[config.mk]
export PLATFORM = sky130hd
export DESIGN_NAME = seg_scan_display
export DESIGN_NICKNAME = d
export VERILOG_FILES = /design/src/rtl/seg_scan_display.sv
export SDC_FILE = /design/constraint.sdc
export NUM_CORES = 1
export LEC_CHECK = 0
export CORE_ASPECT_RATIO = 1.5
export CORE_MARGIN = 2
export CORE_UTILIZATION = 55
export CTS_BUF_LIST = sky130_fd_sc_hd__clkbuf_4 sky130_fd_sc_hd__clkbuf_8
export CTS_CLUSTER_SIZE = 14
export DETAILED_ROUTE_END_ITERATION = 8
export GPL_TIMING_DRIVEN = 0
export PLACE_DENSITY = 0.8
export SETUP_SLACK_MARGIN = 0.15
export SYNTH_ARGS = -nofsm -noshare
export SYNTH_HDL_FRONTEND = slang
export SYNTH_SLANG_ARGS = --single-unit
export TNS_END_PERCENT = 50
[constraint.sdc]
create_clock -name clk -period 8.5 [get_ports clk]
set_input_delay 0.85 -clock clk [delete_from_list [all_inputs] [get_ports clk]]
set_output_delay 0.85 -clock clk [all_outputs]
set_load 0.01 [all_outputs]
[src/rtl/seg_scan_display.sv]
// Six-digit multiplexed 7-segment driver for the time-of-day clock.
// Scans one digit per dwell, blinks the pair under adjustment, shows separators.
module seg_scan_display #(
  parameter int SCAN_DIV  = 50000,
  parameter int BLINK_DIV = 12500000
) (
  input  logic       clk,
  input  logic       rst_n,
  input  logic [3:0] cur_h_ten,
  input  logic [3:0] cur_h_one,
  input  logic [3:0] cur_m_ten,
  input  logic [3:0] cur_m_one,
  input  logic [3:0] cur_s_ten,
  input  logic [3:0] cur_s_one,
  input  logic [1:0] adjust_mode,
  output logic [7:0] seg,
  output logic [5:0] an
);

  localparam int SW = $clog2(SCAN_DIV);
  localparam int BW = $clog2(BLINK_DIV);
  localparam logic [SW-1:0] SCAN_LAST  = SW'(SCAN_DIV - 1);
  localparam logic [BW-1:0] BLINK_LAST = BW'(BLINK_DIV - 1);

  logic [SW-1:0]      scan_cnt_q, scan_cnt_d;
  logic [BW-1:0]      blink_cnt_q, blink_cnt_d;
  logic               phase_q, phase_d;
  logic               run_q, run_d;
  logic [2:0]         idx_q, idx_d;
  logic [1:0]         mode_q;
  logic [5:0][3:0]    shadow_q, shadow_d;
  logic [5:0]         an_q, an_d;
  logic [7:0]         seg_q, seg_d;

  logic               scan_tick;
  logic               wrap;
  logic               mode_chg;
  logic               phase_eff;
  logic               blank;
  logic               dp;
  logic [3:0]         digit;
  logic [5:0][3:0]    live;

  function automatic logic [6:0] dec(input logic [3:0] d);
    logic [6:0] p;
    case (d)
      4'd0:    p = 7'h3F;
      4'd1:    p = 7'h06;
      4'd2:    p = 7'h5B;
      4'd3:    p = 7'h4F;
      4'd4:    p = 7'h66;
      4'd5:    p = 7'h6D;
      4'd6:    p = 7'h7D;
      4'd7:    p = 7'h07;
      4'd8:    p = 7'h7F;
      4'd9:    p = 7'h6F;
      default: p = 7'h40;
    endcase
    return p;
  endfunction

  assign live = {cur_h_ten, cur_h_one, cur_m_ten,
                 cur_m_one, cur_s_ten, cur_s_one};

  always_comb begin
    scan_tick   = (scan_cnt_q == SCAN_LAST);
    scan_cnt_d  = scan_tick ? '0 : scan_cnt_q + 1'b1;
    run_d       = run_q | scan_tick;
    // first tick after reset also starts a frame at index 0
    wrap        = scan_tick && (!run_q || idx_q == 3'd5);
    idx_d       = idx_q;
    if (scan_tick) idx_d = wrap ? 3'd0 : idx_q + 3'd1;
    shadow_d    = wrap ? live : shadow_q;

    mode_chg    = (adjust_mode != mode_q);
    blink_cnt_d = blink_cnt_q + 1'b1;
    phase_d     = phase_q;
    if (mode_chg) begin
      blink_cnt_d = '0;
      phase_d     = 1'b0;
    end else if (blink_cnt_q == BLINK_LAST) begin
      blink_cnt_d = '0;
      phase_d     = ~phase_q;
    end
    phase_eff   = phase_q & ~mode_chg;

    digit = 4'd0;
    case (idx_d)
      3'd0:    digit = shadow_d[0];
      3'd1:    digit = shadow_d[1];
      3'd2:    digit = shadow_d[2];
      3'd3:    digit = shadow_d[3];
      3'd4:    digit = shadow_d[4];
      3'd5:    digit = shadow_d[5];
      default: digit = 4'd0;
    endcase
    blank = phase_eff && (adjust_mode == idx_d[2:1] + 2'd1);
    dp    = (adjust_mode == 2'd0) && (idx_d == 3'd2 || idx_d == 3'd4);

    an_d  = an_q;
    seg_d = seg_q;
    if (scan_tick) begin
      an_d  = 6'b1 << idx_d;
      seg_d = blank ? 8'h00 : {dp, dec(digit)};
    end
  end

  always_ff @(posedge clk or negedge rst_n) begin
    if (!rst_n) begin
      scan_cnt_q  <= '0;
      blink_cnt_q <= '0;
      phase_q     <= 1'b0;
      run_q       <= 1'b0;
      idx_q       <= 3'd0;
      mode_q      <= 2'd0;
      shadow_q    <= '0;
      an_q        <= '0;
      seg_q       <= '0;
    end else begin
      scan_cnt_q  <= scan_cnt_d;
      blink_cnt_q <= blink_cnt_d;
      phase_q     <= phase_d;
      run_q       <= run_d;
      idx_q       <= idx_d;
      mode_q      <= adjust_mode;
      shadow_q    <= shadow_d;
      an_q        <= an_d;
      seg_q       <= seg_d;
    end
  end

  assign an  = an_q;
  assign seg = seg_q;

endmodule

======== Word level (Yosys, flattened, before mapping) ========
Memory sizes are Yosys's and may differ from the RTL's.
Cells that the tools add are included.
word-level totals
  bits in registers ....................... 85
  logic and storage cells ................. 53
  memories kept ........................... 1
  input bits .............................. 28
  ROM bits ................................ 112
  output and inout bits ................... 14
cells by class
  mux-type cells .......................... 10
  equal/unequal tests ..................... 10
  bitwise operators ....................... 4
  reduce and logical (&&, ||, !) cells .... 9
  shift-type cells ........................ 1
  add/subtract/negate cells ............... 4
memories
  name              words  width  read ports  clocked after memory_dff  write ports  line  text
  (name not given)  16     7      1           0                         0            46    case (d)
operators by type and width
  cell                                                               count
  24-bit 2-to-1 mux                                                  3
  24-bit by 1-bit adder with 24-bit output, second input constant    1
  24-bit == test, second input constant                              1
  4-bit one-hot mux with 6 select lines                              1
  16-bit by 1-bit adder with 16-bit output, second input constant    1
  16-bit == test, second input constant                              1
  16-bit 2-to-1 mux                                                  1
  3-bit == test, second input constant                               3
  8-bit 2-to-1 mux                                                   1
  3-bit by 2-bit == test with 1-bit output, second input constant    2
  3-bit 2-to-1 mux                                                   2
  1-bit by 3-bit << shifter with 6-bit output, first input constant  1
  3-bit by 1-bit adder with 3-bit output, second input constant      1
  3-bit by 1-bit == test with 1-bit output, second input constant    1
  1-bit logical AND                                                  3
  3-bit zero test                                                    1
  2-bit by 1-bit adder with 2-bit output, second input constant      1
  2-bit == test                                                      1
  2-bit zero test                                                    1
  1-bit logical OR                                                   2
  1-bit 2-to-1 mux                                                   2
  2-bit inequality test                                              1
  1-bit inverter                                                     2
  2-bit nonzero test                                                 1
  other kinds (3)                                                    3

======== Longest topological paths before layout ========
  word-level depth ........................ 9
  mapped depth ............................ 17
  gate-level depth less buffers ........... 15

======== Worst setup path before layout ========
OpenSTA, ideal clock, no wires.
  path kind ............................... register to register
  from .................................... register idx_q[1]
  to ...................................... register seg_q[4], in the netlist seg[4]
  data required time ...................... 8378 ps
  buffers on the path ..................... 2
  setup time .............................. 122 ps
  stages on the path, launching flop included .. 17
  arrival ................................. 2889 ps
  setup slack ............................. 5490 ps
  period minus slack after synthesis ...... 3010 ps
  cells stage by stage .................... dfrtp_1 > buf_6 > inv_1 > ha_1 > a21bo_2 > clkbuf_1 > nor2_2 > mux2_4 > a21o_2 > o22ai_1 > nor2_1 > nor2_1 > inv_1 > ha_1 > o21ai_1 > a21boi_0 > o21ai_1
between the ends
  longest elaborated chain between the ends .. 9
  elaborated cells on any way between the ends .. 19
  classes of those cells .................. 2 x add/sub; 7 x eq/ne; 5 x mux; 4 x reduce/logical; 1 x memory
RTL lines
  element                                                                                         line    text
  from (decl)                                                                                     29      logic [2:0] idx_q, idx_d;
  from (signal assigned)                                                                          124     idx_q <= idx_d;
  parallel branches: the longest is 4 deep, another holds 3-bit by 1-bit adder with 3-bit output  -
  3-bit 2-to-1 mux *                                                                              72      if (scan_tick) idx_d = wrap ? 3'd0 : idx_q + 3'd1;
  via idx_d[1]                                                                                    29
  3-bit == test (tied with other cells)                                                           88      case (idx_d)
  4-bit one-hot mux with 6 select lines / 2-bit == test (equally long branches)                   88, 97
  memory 16 x 7 bit / 1-bit logical AND (equally long branches)                                   -
  8-bit 2-to-1 mux *                                                                              104     seg_d = blank ? 8'h00 : {dp, dec(digit)};
  to (signal assigned)                                                                            128     seg_q <= seg_d;
  to (decl)                                                                                       33      logic [7:0] seg_q, seg_d;
Mark *: on every way through the listed nets, which the timed path passes.
A chain may end at the register's enable or synchronous reset.

======== Worst setup path after layout ========
  from .................................... register idx_q[1]
  to ...................................... register seg_q[3], in the netlist seg[3]
Same word-level chain as after synthesis.

==> impl_results.md <==
- Clock skew: between 0.01 and 0.015 ns
- CTS HTree Levels: 3
- Final WS setup: 4.94 ns
- Commonest register cell after synthesis: dfrtp_1
- Synthesized Nets: approximately 510
- Via count: ~3,500
- Min Tclk post-route: 3.56 ns
- Normalized max-slew margin: a little under three fifths
- CTS tree: yes
- Period utilization: a little over two fifths
- Yosys top cell area share: between 40% and 50%
- Final Hold Viols: 0
- Reg2reg end: seg[3]$_DFFE_PN0N_
- Leading cell type in the layout, fill and taps excluded: nand2_1
- Worst skew pair latency: about 0.36 ns
- Total CTS buffers: 9
- Max IR drop VDD: between 0.0001 and 0.00015 V
- Place WS: approximately 5.0 ns
- Post-Synth XOR/XNOR Area: approximately 7.3%
- Leak: 2.33 nW
- Most frequent cells in the layout: nand2_1, dfrtp_1, nor2_1, clkdlybuf4s50_1, nand3_1
- CP Cell Sequence: buf_6, inv_1, ha_1, a21bo_2, clkbuf_1, nor2_2, mux2_4, a21o_2, o22ai_1, nor2_1, nor2_1, inv_1, ha_1, nand4b_1, o2111ai_2, o21ai_1
- Combinational Power Share: 4.2%
- Reg power frac: 55.3%
- Initial DRT Pass Iterations: 4
- Switch share: 21.9%
- Rows: 40
- Seq cells post-synth: 85
- Fmax: 0.281 GHz
- Ports: 42
- CP endpoint kind: flop
- RSZ-0062 raised after global routing: no
- Nets: 564
- Wirelength, routed: 9430 um
- Power per cell area: roughly 140 nW/um^2
- Critical Path Source Type: flop
- Chip Height: 116 um
- DRT iter0 DRCs: between 90 and 100
- # DRC: 0
- Post-synthesis sequential area ratio: between 40 and 50%
- Worst R2R Path Depth: 16
- Crit path arrival time: approximately 3.9 ns
- Setup violations, final: 0
- Vias in the first global route: 3,517
- Root Buffer: clkbuf_8
- Routed WL per cell: 14.8 um
- Initial antenna violation count: 0
- Max-slew violation count: 0
- Placed cell count: between 600 and 700
- Setup CP Type: flop to flop
- Worst hold slack: about 0.45 ns
- Largest family of logic cells by synthesized area: simple AND/OR/NAND/NOR gates
- Clock-pin slew on the worst setup and hold paths: about 0.080 ns
- Die Width: ~80 um
- Area leader, netlist: dfrtp_1
- Hold Buf Count CTS: 0
- Post-CTS Resized: 0
- CTS Buffer Depth: 2
- Clock share of power: 40.5%
- Worst-Margin Slew: between 0.6 and 0.7 ns
- R2r setup slk: roughly 4.9 ns
- Mean Syn Cell Area: 9.66 um^2
- Ys Warns: 0
- Core footprint: around 8100 um^2
- Total congestion overflow: 0
- Setup TNS: 0 ns
- Netlist cell types: 76
- Proportion of synthesized area in mux cells: 4.49%
- HP Class: primary input to async pin
- Routability congestion estimate: between 0.9 and 1
- EDFF count, synth: 0
- Reg-to-Reg Start: idx_q[1]$_DFF_PN0_
- Status: complete, no violations
- Worst path max stage delay: 0.41 ns
- Layout cell share with drive strength beyond 1: between 10% and 20%
- Post-synthesis compound-gate area fraction: ~9.7%
- Filler Cell Count: 658
- PortBufs: 41
- Area contributors post-synth: dfrtp_1, nand2_1, xor2_1
- Simple-Gate Fraction of Synth Area: 25.4%
- Slowest-stage cell, CP: dfrtp_1
- Postcts setup bufs: 0
- CP Max Fanout: 10
- Mapped Area: between 4000 and 5000 um^2
- Area growth, synth to finish: 16.9%
- DP HPWL: 7110 um
- Post-route ant nets: 0
- Avg Vias per Cell: 5.55
- Gr usage total: between 20 and 25%
- Post-synthesis adder-cell area fraction: approximately 2.7%
- Syn Inst Count: between 400 and 500
- CTS Sinks: 85
- Ant diodes: 0
- Max Cap Violations: 0
- Share of flip-flops with an asynchronous set or reset: 100%
- Pint: approximately 0.57 mW
- First-pass GRT wire length: around 16,000 um
- Initial Util: a little under three fifths
- Switching power: 0.161 mW
- Pin count of the biggest net entering global routing: 51
- Critical path buffers and inverters: 4
- CP Data Required Time: between 8 and 9 ns
- Die area: a little over 9000 um^2
- CP top delay family: compound AO/OA/AOI/OAI gates
- Fin cells: ~640
[cells by family (layout without fill, tap and decap cells)]
group	after synthesis	after routing
AOI/OAI and AO/OA	56	56
adders and majority gates	10	10
DFF	85	85
buffers and inverters	28	85
xor gates and xnor gates	38	38
muxes	18	18
and+or+nand+nor	238	238
[flip-flops by register name (all words and copies together), names as in the netlist]
signal / cells
blink_cnt_q: 24
shadow_q: 24
scan_cnt_q: 16
seg: 8
an: 6
idx_q: 3
mode_q: 2
phase_q: 1
run_q: 1
[worst max path at each step]
stage	startpoint	to	slack [ns]	cells after the start
floorplan	idx_q[1]$_DFF_PN0_	seg[4]$_DFFE_PN0N_	5.49	16
global placement	rst_n	shadow_q[0]$_DFF_PN0_	3.64	1
detailed placement	idx_q[1]$_DFF_PN0_	seg[4]$_DFFE_PN0N_	4.99	16
CTS	idx_q[1]$_DFF_PN0_	seg[3]$_DFFE_PN0N_	4.95	16
global route	idx_q[1]$_DFF_PN0_	seg[4]$_DFFE_PN0N_	4.65	16
finish	idx_q[1]$_DFF_PN0_	seg[3]$_DFFE_PN0N_	4.94	16
[Yosys cell counts, types with 2 or more instances]
master,count
nor2_1,48
nand4_1,8
nor3_1,9
xor2_1,23
and2_1,3
clkbuf_1,9
and3_2,2
ha_1,10
nor3b_1,4
nor4_1,4
or2_2,2
o2bb2ai_1,2
or4_1,2
mux2_2,6
a21o_1,3
and4_1,2
xnor2_1,15
o21ai_1,9
nor2_2,2
or3_1,4
a21oi_1,5
buf_6,7
nand3_1,24
mux2i_1,10
and3_1,7
nor2b_1,3
nand2_1,98
and4_2,2
o2111ai_2,2
o22ai_1,2
dfrtp_1,85
inv_1,6
o21ai_0,12
[worst reg2reg max path: stages (launching register included)]
cell	delay, ns
dfrtp_1	0.41
buf_6	0.15
inv_1	0.12
ha_1	0.22
a21bo_2	0.15
clkbuf_1	0.37
nor2_2	0.18
mux2_4	0.34
a21o_2	0.27
o22ai_1	0.26
nor2_1	0.08
nor2_1	0.20
inv_1	0.12
ha_1	0.23
nand4b_1	0.11
o2111ai_2	0.13
o21ai_1	0.16
[per-layer routing]
| layer | global-route usage (%) | vias up | share of wire [%] |
|---|---|---|---|
| met3 | 3.19 | 20 | 3.1 |
| met2 | 41.2 | 78 | 53 |
| met5 | 0 | - | 0 |
| met4 | 13.0 | 0 | 3.2 |
| li1 | - | 1723 | - |
| met1 | 26.1 | 1701 | 41 |
[power by group through the flow]
stage / Sequential (mW) / Clock [mW] / Combinational (mW)
2_1_floorplan: 0.414 / 0 / 0.00674
3_3_place_gp: 0.414 / 0 / 0.0292
3_5_place_dp: 0.414 / 0 / 0.0316
4_1_cts: 0.406 / 0.301 / 0.0318
5_1_grt: 0.407 / 0.317 / 0.0345
6_report: 0.406 / 0.298 / 0.0309
[final cells by class]
| class | count | area [um^2] | area share (%) |
|---|---|---|---|
| plain buffers | 20 | 143 | 2.67 |
| clock buffers | 12 | 159 | 2.97 |
| clock inverters | 3 | 45.0 | 0.843 |
| inverters | 8 | 32.5 | 0.609 |
| multi-input cells | 360 | 2270 | 42.5 |
| flip-flops and latches | 85 | 2130 | 39.8 |
| well taps | 105 | 131 | 2.46 |
| repair buffers | 42 | 435 | 8.15 |
[metrics by stage]
step / utilization (%) / total power [mW] / area [um^2]
after floorplan: - / 0.421 / 4570
after global placement: 63.4 / 0.444 / 5110
after detailed placement: 63.8 / 0.446 / 5140
after CTS: 66.3 / 0.740 / 5340
after global routing: 66.3 / 0.758 / 5340
final: 66.3 / 0.735 / 5340
No activity file was read; power rests on OpenSTA's default activity.
==> patch (same flow settings) <==
`SCAN_DIV`: 50000 -> 100000.
--- a/src/rtl/seg_scan_display.sv
+++ b/src/rtl/seg_scan_display.sv
@@ -2,5 +2,5 @@
 // Scans one digit per dwell, blinks the pair under adjustment, shows separators.
 module seg_scan_display #(
-  parameter int SCAN_DIV  = 50000,
+  parameter int SCAN_DIV  = 100000,
   parameter int BLINK_DIV = 12500000
 ) (
Behaviour: same outputs for any inputs over 10 cycles, from zero or initial values and one cycle with rst_n low; that may be too few to reach the edited logic, so the function may still have changed.
==> patch against the original RTL <==
- clock skew fell by 2.5 ps
- clock power barely moved
- cell area decreased by 1.1%
- wire length up 8.7%
- non-clock buffer count down 2
- sequential cell count up 1
- fmax rose by 3.9%
- area after synthesis fell by 1.2%
- total power increased by 0.98%
- utilization decreased by 0.29 points
- worst setup slack gained 130 ps
- sequential power rose by 2%
- global-route usage is 1.7 points higher
- combinational power increased by 5%
==> patch: results <==
[grt]
antenna_found_initial = 0
grt_pass1_wl_um = 17100
grt_max_degree = 71
grt_use_total = 0.246

[synth]
synthCells = 464
synth_cell_types = 69
synth_common_cells = dfrtp_1 (86), nand2_1 (74), nor2_1 (50)
yosys_warnings = 0
yosysSeqAreaShare = 0.477
synthTopCellsByArea = dfrtp_1 (48%), nand2_1 (6.2%), nor2_1 (4.2%)
synthArstFlopShare = 1.00
synth_ff_type = dfrtp_1
synth_nets = 501

[hold_path]
hp-class = in -> async

[timing]
finClkSkew_ps = 12.4
tightest_slew_ps = 617
maxSlewViolCount = 0

[finish]
register_area_mm2 = 0.00215
diodes = 0
buffers = 60
seq_share = 0.407
clkbuf_count = 12
drive_gt1_frac = 0.106
nFlopsAndLatches = 86
buf_share = 0.102
clkCellAreaFrac = 0.0384
n_all_inverters = 19
nets = 554
fill_cells = 640
multi_input_area_share = 0.414
top_regs = blink_cnt_q x24, shadow_q x24, scan_cnt_q x17
multi_input_cells = 341

[clocking]
clk_latency_ps = 370
clk_transition_reported_paths_ps = 90
clk_path_buf_depth = 2
htree_levels = 3
post_cts_buffers = 0
ctsResizeCount = 0
numCtsBuffers = 9
cts_root_buffer = clkbuf_8

[setup_path]
cp_max_fo = 10
cp.arrival_ps = 3690

[placement]
port_buffers = 41
gp_congestion = 0.955
dp_hpwl_um = 7380
dpl_cell_area_mm2 = 0.00508
placed_cells = 611
place_ws_ps = 5130

[die]
nWellTaps = 105

[power]
irDropWorstVdd_uv = 107
p_leak_nw = 2.33
p_sw_mw = 0.162

[status]
status = finished, final reports clean

[routing]
first_pass_iters = 4
vias = 3589
drt-wirelength-per-cell_um = 16.4
drtIter0Drc = 244
routed_wl_um = 10200
==> patch: cell count changes after synthesis, moves of 5 or more <==
cell,change
buf_6,-5
inv_1,+12
mux2_2,-5
nand2_1,-24
nor4_1,+5
o21ai_1,-7
xor2_1,-5
==> patch: worst max-delay path, stage by stage, from the launching register on <==
cell and delay [ps]:
dfrtp_1 390, ha_1 230, and4_1 200, buf_4 150, nand4_2 350, nor2_2 360
clkbuf_1 390, nand2_1 100, nand2_1 100, a22o_1 130, nand2_1 60, o211a_1 230
ha_1 230, a22o_1 210, a22o_1 190
==> patch: metal layers <==
layer | track usage | routed length [um]
met5 | 0 | 0
met4 | 0.165 | 445
met1 | 0.283 | 4040
met2 | 0.424 | 5400
met3 | 0.0377 | 362
==> patch: cell families after synthesis <==
logic type | Yosys count | synth area share
AO/OA/AOI/OAI | 68 | 0.119
AND/OR/NAND/NOR | 214 | 0.240
buffers and inverters | 37 | 0.0388
multiplexers | 13 | 0.0291
XOR/XNOR | 37 | 0.0718
adder cells (fa/ha/maj) | 9 | 0.0249
flip-flops | 86 | 0.477
==> patch: power by group through the flow <==
stage / registers, mW / logic (mW) / clock network, mW
after floorplan: 0.421 / 0.00788 / 0
after global placement: 0.421 / 0.0308 / 0
after detailed placement: 0.421 / 0.0329 / 0
after CTS: 0.413 / 0.0333 / 0.301
after global routing: 0.413 / 0.0364 / 0.320
final: 0.413 / 0.0325 / 0.297
==> patch: path summary, 6_finish.rpt <==
path	start	to	slack (ps)	cells after the start
setup / recovery	scan_cnt_q[0]	seg[4]	5070	14
hold / removal	rst_n	an[0]	340	1
setup reg to reg	scan_cnt_q[0]	seg[4]	5070	14
hold reg to reg	shadow_q[16]	shadow_q[16]	480	2
max in group asynchronous	rst_n	scan_cnt_q[10]	7530	2
min in group clk	shadow_q[16]	shadow_q[16]	480	2
